$ cat src/rtl/oci_trace_capture.sv
// oci_trace_capture: trace sink for one cpu OCI. Captures debug-core trace entries
// into a circular buffer during the test. Capture freezes on test_ending or
// test_has_ended. The entries can then be drained through a read port with one
// cycle of latency.
//
// Optional build macro: OCI_TRACE_TIMESTAMP_EN. When it is defined, each entry also
// carries a 16-bit timestamp. The timestamp counts cycles spent in CAPTURE.
//
// Ports:
//   clk, reset           single clock, synchronous active-high reset
//   dct_buffer/count     trace payload; a nonzero count marks a valid entry
//   test_ending          stop capture (CAPTURE -> FROZEN)
//   test_has_ended       enter DRAIN
//   rd_en                read request, honoured in DRAIN only
//   rd_data/rd_valid     oldest entry {[ts,] count, buffer}, one-cycle valid pulse
//   level/empty/full     registered fill status
//   overflow/drop_count  sticky drop flag, saturating drop/overwrite counter
//   frozen/done          state indicators
module oci_trace_capture #(
   parameter int unsigned DATA_W    = 30,
   parameter int unsigned COUNT_W   = 4,
   parameter int unsigned DEPTH     = 16,
   parameter int unsigned ADDR_W    = 4,
   parameter int unsigned WRAP_MODE = 0,
`ifdef OCI_TRACE_TIMESTAMP_EN
   localparam int unsigned TS_W     = 16,
`else
   localparam int unsigned TS_W     = 0,
`endif
   localparam int unsigned ENTRY_W  = COUNT_W + DATA_W + TS_W
) (
   input  logic               clk,
   input  logic               reset,
   input  logic [DATA_W-1:0]  dct_buffer,
   input  logic [COUNT_W-1:0] dct_count,
   input  logic               test_ending,
   input  logic               test_has_ended,
   input  logic               rd_en,
   output logic [ENTRY_W-1:0] rd_data,
   output logic               rd_valid,
   output logic [ADDR_W:0]    level,
   output logic               empty,
   output logic               full,
   output logic               overflow,
   output logic [15:0]        drop_count,
   output logic               frozen,
   output logic               done
);

   localparam int unsigned LVL_W = ADDR_W + 1;

   typedef enum logic [1:0] {StCapture, StFrozen, StDrain, StDone} state_e;

   state_e             state_q, state_d;
   logic [ADDR_W-1:0]  wr_ptr_q, wr_ptr_d;
   logic [ADDR_W-1:0]  rd_ptr_q, rd_ptr_d;
   logic [LVL_W-1:0]   level_q, level_d;
   logic               empty_q, empty_d;
   logic               full_q, full_d;
   logic [ENTRY_W-1:0] rd_data_q, rd_data_d;
   logic               rd_valid_q, rd_valid_d;
   logic               overflow_q, overflow_d;
   logic [15:0]        drop_cnt_q, drop_cnt_d;
   logic               mem_we;
   logic [ENTRY_W-1:0] wr_entry;
   logic [ENTRY_W-1:0] mem_q [DEPTH];

`ifdef OCI_TRACE_TIMESTAMP_EN
   logic [15:0]        ts_q, ts_d;

   assign ts_d     = (state_q == StCapture) ? ts_q + 16'd1 : ts_q;
   assign wr_entry = {ts_q, dct_count, dct_buffer};
`else
   assign wr_entry = {dct_count, dct_buffer};
`endif

   always_comb begin
      state_d    = state_q;
      wr_ptr_d   = wr_ptr_q;
      rd_ptr_d   = rd_ptr_q;
      level_d    = level_q;
      rd_data_d  = rd_data_q;
      rd_valid_d = 1'b0;
      overflow_d = overflow_q;
      drop_cnt_d = drop_cnt_q;
      mem_we     = 1'b0;

      unique case (state_q)
         StCapture: begin
            if (dct_count != '0) begin
               if (!full_q) begin
                  mem_we   = 1'b1;
                  wr_ptr_d = wr_ptr_q + ADDR_W'(1);
                  level_d  = level_q + LVL_W'(1);
               end else begin
                  overflow_d = 1'b1;
                  if (drop_cnt_q != 16'hFFFF) drop_cnt_d = drop_cnt_q + 16'd1;
                  // Overwrite oldest: the write slot is the read slot, so both advance.
                  if (WRAP_MODE != 0) begin
                     mem_we   = 1'b1;
                     wr_ptr_d = wr_ptr_q + ADDR_W'(1);
                     rd_ptr_d = rd_ptr_q + ADDR_W'(1);
                  end
               end
            end
            if (test_has_ended)   state_d = StDrain;
            else if (test_ending) state_d = StFrozen;
         end
         StFrozen: begin
            if (test_has_ended) state_d = StDrain;
         end
         StDrain: begin
            if (rd_en && !empty_q) begin
               rd_data_d  = mem_q[rd_ptr_q];
               rd_valid_d = 1'b1;
               rd_ptr_d   = rd_ptr_q + ADDR_W'(1);
               level_d    = level_q - LVL_W'(1);
            end else if (level_q == '0) begin
               state_d = StDone;
            end
         end
         StDone: ;
         default: state_d = StCapture;
      endcase

      empty_d = (level_d == '0);
      full_d  = (level_d == LVL_W'(DEPTH));
   end

   always_ff @(posedge clk) begin
      if (reset) begin
         state_q    <= StCapture;
         wr_ptr_q   <= '0;
         rd_ptr_q   <= '0;
         level_q    <= '0;
         empty_q    <= 1'b1;
         full_q     <= 1'b0;
         rd_data_q  <= '0;
         rd_valid_q <= 1'b0;
         overflow_q <= 1'b0;
         drop_cnt_q <= '0;
`ifdef OCI_TRACE_TIMESTAMP_EN
         ts_q       <= '0;
`endif
      end else begin
         state_q    <= state_d;
         wr_ptr_q   <= wr_ptr_d;
         rd_ptr_q   <= rd_ptr_d;
         level_q    <= level_d;
         empty_q    <= empty_d;
         full_q     <= full_d;
         rd_data_q  <= rd_data_d;
         rd_valid_q <= rd_valid_d;
         overflow_q <= overflow_d;
         drop_cnt_q <= drop_cnt_d;
`ifdef OCI_TRACE_TIMESTAMP_EN
         ts_q       <= ts_d;
`endif
      end
   end

   // Buffer RAM is not reset; its contents only matter behind the level count.
   always_ff @(posedge clk) begin
      if (mem_we) mem_q[wr_ptr_q] <= wr_entry;
   end

   assign rd_data    = rd_data_q;
   assign rd_valid   = rd_valid_q;
   assign level      = level_q;
   assign empty      = empty_q;
   assign full       = full_q;
   assign overflow   = overflow_q;
   assign drop_count = drop_cnt_q;
   assign frozen     = (state_q != StCapture);
   assign done       = (state_q == StDone);

endmodule

$ cat config.mk
export PLATFORM = sky130hd
export DESIGN_NAME = oci_trace_capture
export DESIGN_NICKNAME = d
export VERILOG_FILES = /design/src/rtl/oci_trace_capture.sv
export SDC_FILE = /design/constraint.sdc
export NUM_CORES = 1
export LEC_CHECK = 0
export ABC_AREA = 1
export CAP_MARGIN = 20
export CORE_AREA = 4 4 208 230
export DETAILED_ROUTE_END_ITERATION = 6
export DIE_AREA = 0 0 212 234
export PLACE_DENSITY = 0.76
export SETUP_SLACK_MARGIN = 0.5
export SYNTH_ARGS = -nofsm -noshare
export SYNTH_HDL_FRONTEND = slang
export SYNTH_SLANG_ARGS = --single-unit
$ cat constraint.sdc
create_clock -name clk -period 3.33 [get_ports clk]
set_clock_uncertainty 0.2 [all_clocks]
set_input_delay 0.666 -clock clk [delete_from_list [all_inputs] [get_ports clk]]
set_output_delay 0.666 -clock clk [all_outputs]
set_load 0.01 [all_outputs]
# After elaboration in Yosys (flattened, before gate mapping)

Memories as Yosys holds them, arrays and structs flattened. A register that Yosys moved wholly into a read port is not among the register bits.
Index checks and enable logic that the tools add are counted.

Register bits after elaboration: 35
RAM bits: 544
Input bits: 39
Output and inout bits: 61
Logic and storage cells: 56
Memories: 1

Memories:

| name  | depth | bits a word | read ports | clocked after memory_dff | wr ports | line | RTL |
|---|---|---|---|---|---|---|---|
| mem_q | 16    | 34          | 1          | 1                        | 1        | 66   | `logic [ENTRY_W-1:0] mem_q [DEPTH];` |

Add/sub/neg operators: 5
Equal/unequal tests: 9
Mux-type cells: 16
Bitwise logic cells: 2
Reduce and logical (&&, ||, !) cells: 14

Operator list:

| operator              | number |
|---|---|
| $add 16x1->16 const B | 1 |
| $ne 16x16->1 const B  | 1 |
| $mux 5                | 3 |
| $logic_not 5->1       | 2 |
| $mux 2                | 5 |
| $pmux 5 s2            | 1 |
| $add 4x1->4 const B   | 2 |
| $mux 1                | 6 |
| $ne 2x2->1 const B    | 3 |
| $pmux 2 s3            | 1 |
| $reduce_and 3->1      | 2 |
| $add 5x1->5 const B   | 1 |
| $eq 5x5->1 const B    | 1 |
| $reduce_and 5->1      | 1 |
| $sub 5x1->5 const B   | 1 |
| $eq 2x2->1 const B    | 2 |
| $reduce_and 4->1      | 1 |
| $reduce_bool 4->1     | 1 |
| $ne 3x3->1 const B    | 1 |
| $reduce_bool 3->1     | 1 |
| $eq 2x1->1 const B    | 1 |
| $logic_not 2->1       | 1 |
| $not 1->1             | 2 |
| $reduce_and 2->1      | 1 |
| 4 further kinds       | 4 |

# Logic depth before layout (Yosys ltp)

Gate-level depths: netlist of run 1.

Depth after elaboration: 5
Gate-level depth with buffers: 13

# Least setup slack after synthesis of run 1

Ideal clock, no wire load.

Kind: input-to-reg
From: input dct_count[1]
To: memory mem_q[11][0] (netlist name) (enable)
Library setup time: 425 ps
Arrival time: 2774 ps
Data required time: 2705 ps
Slack: -69 ps
Cell stages on the path: 6
Path buffers: 0
Cell sequence: nor2_1 nand2_1 nand3_1 inv_1 nand3_1 nor2_1

Longest elaborated chain between the ends: 5

RTL lines:

| element                      | line | RTL |
|---|---|---|
| start: declaration           | 35   | `input logic [COUNT_W-1:0] dct_count,` |
| $reduce_bool 4->1            | 90   | `if (dct_count != '0) begin` |
| $mux 1                       | 90   |  |
| $mux 1                       | 88   | `unique case (state_q)` |
| $mux 1                       | 164  | `if (mem_we) mem_q[wr_ptr_q] <= wr_entry;` |
| $mux 1 (not written as such) | 164  |  |
| end: declaration             | 66   |  |

Every way passes these cells.

# Final worst setup path of run 1

From: input dct_count[0]
To: memory mem_q[1][21] (netlist name) (enable)

Same word-level chain as after synthesis.

==> results.md, run 1 <==
- Asr flop ratio synth: 0
- Drt pass-1 iters: 6
- Number of cells in the finished layout apart from fillers: 2791
- Max H-tree Level: 2
- Final core utilization: 0.630
- Dominant synthesized flop cell: edfxtp_1
- Vias in the first global route: 16000
- RSZ-0062 raised after global routing: no
- GRT Residual Overflow: 0
- Clock Sinks: 613
- Seq/Total Area, Yosys: 0.718
- Sequential Power Share: 0.492
- Count of final hold-check violations: 0
- Clock Latency Late Sink: 630 ps
- Initial DRC count: 2230
- Startpoint types: input port
- Max_cap viols: 0
- Compound-Gate Fraction of Synth Area: 0.115
- # fillers: 3264
- Synthesized area: 24700 µm²
- Period Utilization, post-route: 0.860
- DRC: 0
- Register area: 17700 µm²
- Netlist cell types: 30
- Post-synthesis average cell area: around 12 µm²
- Worst vdd ir: approximately 0.00047 V
- Antenna Cells: 0
- Synthesized netlist cell count: 2060
- Hold Buf Count CTS: 0
- Int Power: 0.0137 W
- Boundary Pins: 100
- Switching Fraction: 0.275
- Clock buffer count from CTS: 57
- Average wire per standard cell: 22.2 µm
- Net total in the final layout: 2208
- Final min period: 2860 ps
- Leakage power: about 9.5 nW
- Clock power share: 0.339
- Synthesized flop and latch total: 613
- Post-synthesis mux area share: 0
- CP Class: input port to flop
- Area growth from synthesis to layout: 15.9%
- Dpl cells: approximately 2700
- Status: finished clean
- Clk pin slew, worst setup/hold paths: 60 ps
- Synth Area in Adders: 0.00659
- Core Footprint: 45500 µm²
- Worst setup EP type: flop
- CP max FO: 34
- DPL Wire Length: 35100 µm
- Die area: 49600 µm²
- Initial Util: 0.543
- Placed inst area: ~27000 µm²
- Final setup fails: 0
- IO buf count: between 90 and 100
- Max Clock Freq: 349 MHz
- First-pass GRT wire length: 93900 µm
- CTS Root Cell: clkbuf_16
- WL final: between 60000 and 70000 µm
- Syn. warnings: 0
- Post-Synth XOR/XNOR Area: 0.00319
- Area of the multi-input gates: 6230 µm²
- Largest net degree at the start of global routing: 206
- Hold WC Path Type: flop to flop
- Deepest clock path buffer count: 3
- Design Power: approximately 0.019 W
- Die Span Y: 234 µm
- Post-synth EDFFs: 544
- Relative slew slack: 0.373
- Vias per cell: 6.03
- Slew Viols, Final: 0
- CP required: 3430 ps
- CTS tree: yes
- Slew of the pin with the lowest slew margin: 940 ps
- Setup TNS after final layout: 0 ps
- GRT Util Overall: 0.246
- Pwr dens: 658 nW/µm²
- P_sw: 0.00517 W
- Final Cell Area: 28600 µm²
- Largest family of logic cells by synthesized area: simple AND/OR/NAND/NOR gates
- Row count: between 80 and 90
- Initial antenna violation count: 0
- Syn nets: 2112
- Vias: 16800
- Die X-Extent: 212 µm
- Gpl congestion: 0.865
- Final ANT Viol Nets: 0
- Critical Path AT: 2960 ps
- Gate power share: 0.169
- Share of cells above drive strength 1: 0.0853
- Post-Synth Simple-Gate Area: 0.120
==> logic make-up after synthesis <==
group,Yosys count
adder cells (fa/ha/maj),13
AND/OR/NAND/NOR,735
buffers and inverters,207
XOR/XNOR,9
flip-flops,613
AO/OA/AOI/OAI,483
==> worst max-delay path: stages <==
cell and delay (ps):
clkdlybuf4s50_1 610, nor2_1 110, nand2_1 120, nand3_1 150
inv_1 300, buf_4 180, nand2_1 180, buf_4 240
nor2_4 100, buf_12 250
==> power by group through the flow <==
stage / Clock, W / Sequential, W / Combinational, W
after CTS: 0.00644 / 0.00927 / 0.00313
after global routing: 0.00677 / 0.00931 / 0.00347
after detailed placement: 0 / 0.00942 / 0.00308
final: 0.00638 / 0.00927 / 0.00319
after floorplan: 0 / 0.00943 / 0.00169
after global placement: 0 / 0.00940 / 0.00298
==> placed cells by master, fill, tap and decap left out, types with 21 or more instances in the layout <==
cell             instances
o211ai_1               137
nand2_1                130
buf_4                   37
nor2_1                 445
nor2_4                  21
clkdlybuf4s50_1         98
o21ai_0                214
inv_1                   72
clkbuf_16               57
o21a_1                  35
a21oi_1                 25
dfxtp_1                 64
nand3_1                128
o21ai_1                 71
buf_12                  25
edfxtp_1               544
==> timing repair <==
action,CTS,global route
hold endpoints to repair,0,0
gates cloned,4,0
setup endpoints to repair,205,205
buffers inserted,0,11
gates resized for setup,5,3
pin swaps,1,6
==> registers in the layout, summed over array words and instances (netlist names) <==
name / flops
full: 1
drop_count: 16
rd_ptr_q: 4
rd_data: 34
wr_ptr_q: 4
rd_valid: 1
overflow: 1
empty: 1
state_q: 2
level: 5
mem_q: 544
==> Yosys cell counts, drive strengths merged, types with 25 or more instances <==
library cell,number,area share
edfxtp,544,0.66
nor2,463,0.070
o21ai,285,0.058
o211ai,137,0.042
nand2,131,0.020
nand3,128,0.026
inv,77,0.012
dfxtp,69,0.056
buf,68,0.016
clkbuf,61,0.0093
o21a,35,0.011
a21oi,25,0.0051
==> layer usage <==
layer  wire (µm)  vias up  global-route usage
li1            -     7576                   -
met1       23700     8156               0.342
met2       29700      982               0.394
met3        6670      119              0.0516
met4        1770        0              0.0764
met5           0        -                   0
==> stage by stage <==
stage / setup WS (ps) / hold WS (ps)
after floorplan: -56.0 / 276
after global placement: -255 / 251
after detailed placement: -348 / 286
after CTS: 304 / 299
after global routing: 461 / 318
final: 466 / 292
==> path summary, 6_finish.rpt <==
kind | from | end | slack, ps | depth (start not counted)
worst max register to register | state_q[0] | mem_q[1][21] | 710 | 9
worst max-delay path | dct_count[0] | mem_q[1][21] | 470 | 10
worst min register to register | overflow | overflow | 290 | 1
worst min-delay path | overflow | overflow | 290 | 1
==> final cells by class <==
| class | instances | area share |
|---|---|---|
| sequential | 613 | 0.619 |
| multi-input combinational | 1244 | 0.218 |
| timing repair buffer | 162 | 0.0628 |
| clock buffer | 70 | 0.0529 |
| tap | 588 | 0.0257 |
| clock inverter | 36 | 0.0112 |
| inverter | 78 | 0.0104 |
(Power assumes the default switching activity.)
==> run 2, diff against run 1 <==
- SKIP_LAST_GASP: default -> 1
==> results of run 2 <==
No change in the layout: final DEF, timing and power equal those of run 1.
==> run 3, diff against run 2 <==
- CAP_MARGIN: 20 -> default
==> results.md, run 3 (same netlist as run 1, synthesis figures left out) <==
- Antenna Cells: 0
- Gpl congestion: 0.865
- Max H-tree Level: 2
- Slew Viols, Final: 0
- Clock buffer count from CTS: 57
- IO buf count: 99
- Clock Latency Late Sink: 630 ps
- Die area: 49600 µm²
- Max stage delay on crit path: 610 ps
- Share of cells above drive strength 1: 0.0874
- Net total in the final layout: 2213
- Dpl cells: 2668
- RSZ-0062 raised after global routing: yes
- Clock Sinks: 613
- GRT Util Overall: 0.246
- Clk pin slew, worst setup/hold paths: 60 ps
- Critical Path AT: 2990 ps
- Leakage power: 9.48 nW
- Commonest non-fill, non-tap cell in the layout: edfxtp_1
- Vias: roughly 17000
- Relative slew slack: 0.348
- Core Footprint: 45500 µm²
- CP max FO: 34
- DRC: 0
- Count of final hold-check violations: 0
- Cells along the critical path: clkdlybuf4s50_1 -> nor2_1 -> nand2_1 -> nand3_1 -> inv_1 -> nand2_1 -> buf_4 -> nor2_4 -> buf_12
- Final core utilization: 0.631
- Number of cells in the finished layout apart from fillers: 2796
- Final ANT Viol Nets: 0
- Die Span Y: 234 µm
- Area growth from synthesis to layout: 16.1%
- Max reg flops: 544
- Critical path's slowest cell: clkdlybuf4s50_1
- GRT Residual Overflow: 0
- Drt pass-1 iters: 7
- Worst setup margin: 438 ps
- Largest Register: mem_q
- Period Utilization, post-route: 0.869
- Status: finished clean
- Pwr dens: approximately 660 nW/µm²
- CTS tree: yes
- Hold WC Path Type: flop to flop
- Most frequent cells in the layout: 544 x edfxtp_1, 445 x nor2_1, 214 x o21ai_0
- Worst setup EP type: flop
- Vias in the first global route: 16000
- Boundary Pins: 100
- Setup TNS after final layout: 0 ps
- Initial DRC count: approximately 2100
- Final Cell Area: 28700 µm²
- Final min period: between 2000 and 3000 ps
- Largest net degree at the start of global routing: 206
- CP Class: input port to flop
- CP required: 3430 ps
- Initial Util: 0.543
- Row count: between 80 and 90
- Dpl ws: -348 ps
- Placed inst area: 26600 µm²
- Most used cell, CP: nand2_1
- Final setup fails: 0
- WL final: 62100 µm
- Initial antenna violation count: 0
- Max Clock Freq: ~350 MHz
- Average wire per standard cell: 22.2 µm
- DPL Wire Length: ~35000 µm
- First-pass GRT wire length: 93900 µm
- Worst vdd ir: 0.000468 V
- Deepest clock path buffer count: 3
- Slew of the pin with the lowest slew margin: 976 ps
- Max_cap viols: 0
- Die X-Extent: 212 µm
- Startpoint types: input port
- Vias per cell: slightly above 6
- CTS Root Cell: clkbuf_16
run 3: cell types whose count changed in the layout (fill, tap and decap cells not counted), sizes merged:
| cell | change |
|---|---|
| nor2 | +2 |
| buf | +3 |
run 3: through the flow:
stage	hold WS (ps)	power, W
2_1_floorplan	276	0.0111
3_3_place_gp	251	0.0124
3_5_place_dp	286	0.0125
4_1_cts	299	0.0188
5_1_grt	318	0.0196
6_report	293	0.0188
run 3: worst max-delay path, delay by kind of cell:
kind          cells  cell delay, ps
buf+inv           4            1420
simple gates      5             880
run 3: what timing repair did:
item / in CTS / in global routing
hold endpoints to repair: 0 / 0
resized for setup: 5 / 5
setup endpoints to repair: 205 / 255
setup buffers: 0 / 16
pin swaps: 1 / 9
hold buffers: 0 / 0
cloned: 4 / 2
run 3: power breakdown:
part	internal, W	total, W	switching (W)
clock network	0.00356	0.00638	0.00282
logic	0.00103	0.00320	0.00217
registers	0.00907	0.00927	0.000195
total	0.0137	0.0188	0.00519
run 3: path summary, 6_finish.rpt:
check               startpoint            to  slack, ps  depth (start not counted)
setup reg to reg    state_q[0]  mem_q[0][21]        690                          8
hold / removal        overflow      overflow        290                          1
setup / recovery  dct_count[0]  mem_q[0][21]        440                          9
hold reg to reg       overflow      overflow        290                          1
run 3: routing by layer:
metal | global-route usage | wire length [µm] | vias up
met5 | 0 | 0 | -
met4 | 0.0764 | 1810 | 0
met3 | 0.0516 | 7010 | 120
met2 | 0.394 | 29600 | 1022
met1 | 0.342 | 23700 | 8182
li1 | - | - | 7591
run 3: layout make-up:
type | instances | area [µm²]
fill | 3261 | 16800
sequential | 613 | 17700
multi-input combinational | 1246 | 6250
timing repair buffer | 165 | 1810
clock buffer | 70 | 1520
clock inverter | 36 | 320
inverter | 78 | 298
tap | 588 | 736
